[config.mk]
export PLATFORM = sky130hd
export DESIGN_NAME = pipelined_lead_normalizer
export DESIGN_NICKNAME = d
export VERILOG_FILES = /design/src/rtl/norm_pkg.sv /design/src/rtl/norm_barrel_shifter.sv /design/src/rtl/pipelined_lead_normalizer.sv
export SDC_FILE = /design/constraint.sdc
export NUM_CORES = 1
export LEC_CHECK = 0
export CAP_MARGIN = 10
export CORE_MARGIN = 4
export CORE_UTILIZATION = 56
export DETAILED_ROUTE_END_ITERATION = 8
export GPL_ROUTABILITY_DRIVEN = 0
export PLACE_DENSITY = 0.78
export SLEW_MARGIN = 20
export SYNTH_ARGS = -nofsm -noshare
export SYNTH_HDL_FRONTEND = slang
export SYNTH_HIERARCHICAL = 1
export SYNTH_SLANG_ARGS = --single-unit
export TNS_END_PERCENT = 10
[constraint.sdc]
create_clock -name clk -period 2.7 [get_ports clk]
set_input_delay 0.81 -clock clk [delete_from_list [all_inputs] [get_ports clk]]
set_output_delay 0.81 -clock clk [all_outputs]
set_load 0.05 [all_outputs]
[src/rtl/norm_pkg.sv]
// Shared types for the pipelined lead normaliser: widths, lead-count/exponent typedefs
// and the stage-1 payload carried between the count and shift stages.
package norm_pkg;

  localparam int NORM_DATA_WIDTH  = 32;
  localparam int NORM_COUNT_WIDTH = $clog2(NORM_DATA_WIDTH + 1);
  localparam int NORM_EXP_WIDTH   = 8;

  typedef logic [NORM_DATA_WIDTH-1:0]  norm_data_t;
  typedef logic [NORM_COUNT_WIDTH-1:0] lead_count_t;
  typedef logic [NORM_EXP_WIDTH-1:0]   exp_word_t;

  typedef struct packed {
    norm_data_t  data;
    exp_word_t   exp;
    lead_count_t count;
    logic        degen;
  } s1_payload_t;

endpackage

[src/rtl/norm_barrel_shifter.sv]
// Combinational log2(DATA_WIDTH)-level left shifter with zero fill; shift amounts of
// DATA_WIDTH or more produce zero.
module norm_barrel_shifter #(
  parameter int DATA_WIDTH  = 32,
  parameter int COUNT_WIDTH = $clog2(DATA_WIDTH + 1)
) (
  input  logic [DATA_WIDTH-1:0]  data_in,
  input  logic [COUNT_WIDTH-1:0] shamt,
  output logic [DATA_WIDTH-1:0]  data_out
);

  localparam int LEVELS = $clog2(DATA_WIDTH);

  logic [DATA_WIDTH-1:0] shifted;
  logic                  overflow;

  // One conditional power-of-two shift per shamt bit.
  always_comb begin
    shifted = data_in;
    for (int i = 0; i < LEVELS; i++) begin
      if (shamt[i]) begin
        shifted = shifted << (1 << i);
      end
    end
  end

  generate
    if (COUNT_WIDTH > LEVELS) begin : g_ovf
      assign overflow = |shamt[COUNT_WIDTH-1:LEVELS];
    end else begin : g_no_ovf
      assign overflow = 1'b0;
    end
  endgenerate

  assign data_out = overflow ? '0 : shifted;

endmodule

[src/rtl/pipelined_lead_normalizer.sv]
// Two-stage leading-zero/one normaliser with valid/ready on both sides.
// Optional NORM_STATS_EN adds saturating result/degenerate counters.
module pipelined_lead_normalizer
  import norm_pkg::*;
#(
  parameter int DATA_WIDTH  = NORM_DATA_WIDTH,
  parameter int COUNT_WIDTH = $clog2(DATA_WIDTH + 1),
  parameter int EXP_WIDTH   = NORM_EXP_WIDTH
) (
  input  logic                   clk,
  input  logic                   rst_n,
  input  logic                   in_valid,
  output logic                   in_ready,
  input  logic [DATA_WIDTH-1:0]  in_data,
  input  logic [EXP_WIDTH-1:0]   in_exp,
  input  logic                   in_ones,
  output logic                   out_valid,
  input  logic                   out_ready,
  output logic [DATA_WIDTH-1:0]  out_data,
  output logic [EXP_WIDTH-1:0]   out_exp,
  output logic [COUNT_WIDTH-1:0] out_shift,
  output logic                   out_degen,
  output logic                   out_underflow
`ifdef NORM_STATS_EN
  ,
  input  logic                   stat_clear,
  output logic [31:0]            stat_words,
  output logic [31:0]            stat_degen
`endif
);

  localparam int CMP_W = ((EXP_WIDTH > COUNT_WIDTH) ? EXP_WIDTH : COUNT_WIDTH) + 1;

  logic        s1_valid_reg;
  s1_payload_t s1_reg;
  s1_payload_t s1_next;
  logic        s1_adv;
  logic        s2_adv;

  assign s2_adv   = !out_valid || out_ready;
  assign s1_adv   = !s1_valid_reg || s2_adv;
  assign in_ready = s1_adv;

  // Stage 1: leading count as an MSB-first priority scan over bits that differ from the mode.
  logic [DATA_WIDTH-1:0] bit_diff;
  lead_count_t           lead_cnt;

  generate
    for (genvar gi = 0; gi < DATA_WIDTH; gi++) begin : g_diff
      assign bit_diff[gi] = in_data[gi] ^ in_ones;
    end
  endgenerate

  always_comb begin
    lead_cnt = lead_count_t'(DATA_WIDTH);
    for (int i = 0; i < DATA_WIDTH; i++) begin
      if (bit_diff[i]) begin
        lead_cnt = lead_count_t'(DATA_WIDTH - 1 - i);
      end
    end
  end

  always_comb begin
    s1_next.data  = in_data;
    s1_next.exp   = in_exp;
    s1_next.count = lead_cnt;
    s1_next.degen = (lead_cnt == lead_count_t'(DATA_WIDTH));
  end

  always_ff @(posedge clk or negedge rst_n) begin
    if (!rst_n) begin
      s1_valid_reg <= 1'b0;
      s1_reg       <= '0;
    end else if (s1_adv) begin
      s1_valid_reg <= in_valid;
      if (in_valid) begin
        s1_reg <= s1_next;
      end
    end
  end

  // Stage 2: shift, exponent adjust with clamp, degenerate override.
  norm_data_t         shifted;
  logic [CMP_W-1:0]   exp_ext;
  logic [CMP_W-1:0]   cnt_ext;
  exp_word_t          exp_diff;
  logic               underflow_next;
  exp_word_t          exp_next;
  norm_data_t         data_next;

  norm_barrel_shifter #(
    .DATA_WIDTH  (DATA_WIDTH),
    .COUNT_WIDTH (COUNT_WIDTH)
  ) u_shifter (
    .data_in  (s1_reg.data),
    .shamt    (s1_reg.count),
    .data_out (shifted)
  );

  always_comb begin
    exp_ext        = CMP_W'(s1_reg.exp);
    cnt_ext        = CMP_W'(s1_reg.count);
    exp_diff       = s1_reg.exp - exp_word_t'(s1_reg.count);
    underflow_next = !s1_reg.degen && (cnt_ext > exp_ext);
    exp_next       = (s1_reg.degen || underflow_next) ? '0 : exp_diff;
    data_next      = s1_reg.degen ? s1_reg.data : shifted;
  end

  always_ff @(posedge clk or negedge rst_n) begin
    if (!rst_n) begin
      out_valid     <= 1'b0;
      out_data      <= '0;
      out_exp       <= '0;
      out_shift     <= '0;
      out_degen     <= 1'b0;
      out_underflow <= 1'b0;
    end else if (s2_adv) begin
      out_valid <= s1_valid_reg;
      if (s1_valid_reg) begin
        out_data      <= data_next;
        out_exp       <= exp_next;
        out_shift     <= s1_reg.count;
        out_degen     <= s1_reg.degen;
        out_underflow <= underflow_next;
      end
    end
  end

`ifdef NORM_STATS_EN
  logic result_fire;
  assign result_fire = out_valid && out_ready;

  // Clear takes priority over a same-cycle increment; counters stick at all-ones.
  always_ff @(posedge clk or negedge rst_n) begin
    if (!rst_n) begin
      stat_words <= '0;
      stat_degen <= '0;
    end else if (stat_clear) begin
      stat_words <= '0;
      stat_degen <= '0;
    end else if (result_fire) begin
      if (stat_words != '1) begin
        stat_words <= stat_words + 32'd1;
      end
      if (out_degen && (stat_degen != '1)) begin
        stat_degen <= stat_degen + 32'd1;
      end
    end
  end
`endif

endmodule

### Word level (Yosys, flattened, before mapping)

Cells that the tools add are included.

* flip-flop bits (word level): 97
* latch bits: 0
* bits in writable memories: 0
* bits in read-only memories: 0
* output and inout bits: 50
* word-level logic and storage cells: 95
* memories kept: 0

* add/sub/neg operators: 1
* multiply operators: 0
* div/mod/pow operators: 0
* $lt $le $gt $ge: 1
* equality and inequality tests: 1
* shift operators: 0
* multiplexer cells: 40
* bitwise operators: 32
* reductions and logical operators: 9

Operators by type and width (number)
* $mux W32: 7
* $mux W6: 32
* $xor A1 B1 Y1: 32
* $gt A6 B8 Y1: 1
* $mux W8: 1
* $sub A8 B6 Y8: 1
* $eq A6 B6 Y1 const B: 1
* $reduce_and A2 Y1: 2
* $logic_not A1 Y1: 3
* $logic_or A1 B1 Y1: 3
* $logic_and A1 B1 Y1: 1

### Logic depth before layout (Yosys ltp)

* depth in word-level cells: 34
* depth in mapped cells: 9
* depth with buffers taken out: 9

### By module

Netlist, hierarchy kept.

Modules (own cells, without submodules)
* pipelined_lead_normalizer: instances 1, cells an instance 495, area an instance 5024.8 um^2
* norm_barrel_shifter: instances 1, cells an instance 213, area an instance 1986.9 um^2

### Least setup slack after synthesis

OpenSTA, ideal clock, no wires.

* path kind: input to register
* start point: input out_ready
* end point: register s1_reg, in the netlist exp_ext[5]
* library setup time: 0.125 ns
* arrival time: 2.440 ns
* setup slack: 0.135 ns
* cell stages on the path: 4
* buffers on the path: 1
* cells stage by stage: nand3b_1 nand2_1 clkbuf_1 mux2_2

* cells in the longest elaborated chain, start to end: 3

Ends and longest elaborated chain
* from (decl): RTL line pipelined_lead_normalizer.sv:18 `input logic out_ready,`
* $logic_or A1 B1 Y1: RTL line pipelined_lead_normalizer.sv:40 `assign s2_adv = !out_valid || out_ready;`
* $logic_or A1 B1 Y1: RTL line pipelined_lead_normalizer.sv:41 `assign s1_adv = !s1_valid_reg || s2_adv;`
* $reduce_and A2 Y1 (no source line)
* to (signal assigned): RTL line pipelined_lead_normalizer.sv:77 `s1_reg <= s1_next;`
* to (decl): RTL line pipelined_lead_normalizer.sv:35 `s1_payload_t s1_reg;`

Every way passes these cells.
A chain may end at the register's enable or synchronous reset.

### Final worst setup path

* start point: register s1_reg, in the netlist cnt_ext[0]
* end point: register out_data[31]

* cells in the longest elaborated chain, start to end: 7

Ends and longest elaborated chain
* $mux W32 (5 in series): RTL line norm_barrel_shifter.sv:21 `if (shamt[i]) begin`
* $mux W32: RTL line norm_barrel_shifter.sv:35 `assign data_out = overflow ? '0 : shifted;`
* named net shifted[31]: RTL line pipelined_lead_normalizer.sv:83 `norm_data_t shifted;`
* $mux W32: RTL line pipelined_lead_normalizer.sv:106 `data_next = s1_reg.degen ? s1_reg.data : shifted;`
* to (signal assigned): RTL line pipelined_lead_normalizer.sv:120 `out_data <= data_next;`
* to (decl): RTL line pipelined_lead_normalizer.sv:19 `output logic [DATA_WIDTH-1:0] out_data,`

The timed path passes the listed nets, and every way through them passes these cells.

==> results.sh <==
export IMPL_syn_cell_area_mm2=0.00701
export IMPL_ys_async_sr_fraction_pct=100
export IMPL_synthCells=708
export IMPL_slew_headroom_pct=62.5
export IMPL_peakVddDrop_mv=0.369
export IMPL_viasPerCell=6.46
export IMPL_yosysMostFrequentCell="dfrtp_1"
export IMPL_wl_per_cell_um=19.5
export IMPL_cts_buffer_depth=2
export IMPL_dieArea_mm2=0.0144
export IMPL_synth_main_ff_cell="dfrtp_1"
export IMPL_drt_wl_total_um=19000
export IMPL_start_util_pct=57.9
export IMPL_io_pins=95
export IMPL_cp_data_arrival_time_ps=2760
export IMPL_synth_area_top_cells="dfrtp_1 35%, mux2i_1 9.0%, mux4_2 8.7%, mux2_2 7.5%, nand2_1 5.1%"
export IMPL_pwr_share_seq_pct=31.6
export IMPL_rsz0062_at_grt="no"
export IMPL_dp_slack_ps=-113
export IMPL_finish_utilization_pct=70.8
export IMPL_tightest_slew_ps=560
export IMPL_critPathRequiredTime_ps=2910
export IMPL_synth_top_cells_by_count="97 x dfrtp_1, 96 x nand2_1, 63 x mux2i_1, 59 x o21ai_0, 47 x mux2_2"
export IMPL_critPathLaunchType="register"
export IMPL_end_kind="register"
export IMPL_synth_edff_count=0
export IMPL_slew_violations=0
export IMPL_pwr_share_comb_pct=48.2
export IMPL_use_met2_pct=42.5
export IMPL_r2r_cells=7
export IMPL_antenna_found_initial=0
export IMPL_cts_buffers=9
export IMPL_worst_slack_ps=153
export IMPL_swShare_pct=41.6
export IMPL_crit_start="cnt_ext[0]"
export IMPL_met3_usage_pct=3.86
export IMPL_fmax_mhz=393
export IMPL_critical_path_class="reg -> reg"
export IMPL_yosys_register_bits=97
export IMPL_dpl_hpwl_um=14300
export IMPL_grt_total_usage_pct=27.3
export IMPL_postPlaceCellArea_mm2=0.00826
export IMPL_via_count=6294
export IMPL_floorplan_rows=40
export IMPL_hold_buffers=0
export IMPL_grt_pass1_wl_um=31700
export IMPL_layout_drive_gt1_share_pct=18.5
export IMPL_grt_max_degree=64
export IMPL_p_per_area_mw_per_mm2=763
export IMPL_nets=854
export IMPL_fill_cells=954
export IMPL_clk_latency_ps=350
export IMPL_ys_warn_count=6
export IMPL_firstDrtPassIters=5
export IMPL_syn_nets=760
export IMPL_port_buffers=94
export IMPL_grt_pass1_vias=6101
export IMPL_cts_root_buffer="clkbuf_16"
export IMPL_skew_ps=9.22
export IMPL_clock_power_share_pct=20.2
export IMPL_period_share_pct=94.3
export IMPL_grt_busiest_layer="met2"
export IMPL_timing_rr_end="out_data[31]"
export IMPL_post_cts_resized=0
export IMPL_ys_types=74
export IMPL_period_needed_ps=2550
export IMPL_r2r_slack_ps=150
export IMPL_antenna_left=0
export IMPL_maxCapViolCount=0
export IMPL_drtIter0Drc=583
export IMPL_largest_reg_flops=33
export IMPL_placed_cells=959
export IMPL_fp_dieW_um=120
export IMPL_drc_errors=0
export IMPL_hold_viol_final=0
export IMPL_stdcell_area_mm2=0.00857
export IMPL_setup_tns_ps=0
export IMPL_post_cts_buffers=0
export IMPL_yosysTopAreaCell="dfrtp_1"
export IMPL_leakagePower_uw=0.00345
export IMPL_grt_overflow_total=0
export IMPL_cp_max_fo=31
export IMPL_min_path_type="in -> async"
export IMPL_finalNonFillerCells=975
export IMPL_cts_tree="yes"
export IMPL_use_met1_pct=39.0
export IMPL_ys_seq_area_share_pct=34.6
export IMPL_r2r_start="cnt_ext[0]"
export IMPL_p_int_uw=3820
export IMPL_antenna_cells=0
export IMPL_power_switching_uw=2720
export IMPL_h_tree_depth=3
export IMPL_fp_dieH_um=120
export IMPL_syn_area_per_cell_um2=9.90
export IMPL_setup_violations=0
export IMPL_areaGrowthSynthToFinish_pct=22.3
export IMPL_numClockSinks=97
export IMPL_coreArea_mm2=0.0121
export IMPL_outcome="finished, final reports clean"
export IMPL_clk_pin_slew_ps=70
export IMPL_synth_top_cell_area_share_pct=34.6
## cells in the final DEF, fill, tap and decap left out, types with 10 or more instances in the layout
cell             instances
dfrtp_1                 95
nand2_1                 94
clkdlybuf4s50_1         92
mux2i_1                 63
o21ai_0                 59
mux2_2                  47
nor2_1                  37
buf_4                   34
mux4_2                  27
inv_1                   20
nand2b_1                15
a21oi_1                 15
nand3_1                 14
nor3_1                  12
nor2b_1                 10
## how the worst max path moves through the flow
stage	end	slack, ps
finish	out_data[31]	150
global route	out_data[24]	60
CTS	in_ready	170
detailed placement	cnt_ext[5]	-110
global placement	cnt_ext[1]	-1
floorplan	exp_ext[5]	130
## logic make-up after synthesis
kind of cell	synth area share, %
AO/OA/AOI/OAI	16.9
flip-flops	34.6
adder cells (fa/ha/maj)	1.36
XOR/XNOR	0.500
multiplexers	27.3
buffers and inverters	4.85
AND/OR/NAND/NOR	14.5
## area by class of cell
class | instances | area [µm²] | area share [%]
inverter | 20 | 75.1 | 0.876
clock inverter | 6 | 73.8 | 0.861
clock buffer | 10 | 239 | 2.79
sequential | 97 | 2430 | 28.3
tap | 168 | 210 | 2.45
multi-input combinational | 542 | 4250 | 49.6
timing repair buffer | 132 | 1300 | 15.1
## worst max-delay path, cell delays in order (launching register included)
cell	delay, ps
dfrtp_2	420
buf_12	240
mux4_1	610
mux2_2	330
mux2i_1	340
o221ai_1	200
mux2i_1	160
o21ai_0	90
## per-layer routing
metal  share of wire [%]  up-vias  routed length [µm]
met3                 8.3       59                1570
met5                   0        -                   0
met1                  42     3018                7980
met2                  47      381                8850
li1                    -     2836                   -
met4                 3.2        0                 610
## power by group through the flow
stage / Clock [µW] / Combinational (µW) / Sequential (µW)
6_report: 1320 / 3150 / 2070
5_1_grt: 1410 / 3330 / 2110
4_1_cts: 1350 / 3130 / 2060
3_5_place_dp: 0 / 3110 / 2080
3_3_place_gp: 0 / 3050 / 2060
2_1_floorplan: 0 / 1420 / 2750
## per-stage QoR
stage	hold slack, ps	power (µW)
6_report	405	6540
5_1_grt	441	6850
4_1_cts	413	6540
3_5_place_dp	469	5190
3_3_place_gp	461	5110
2_1_floorplan	457	4160
(Power assumes the default switching activity.)
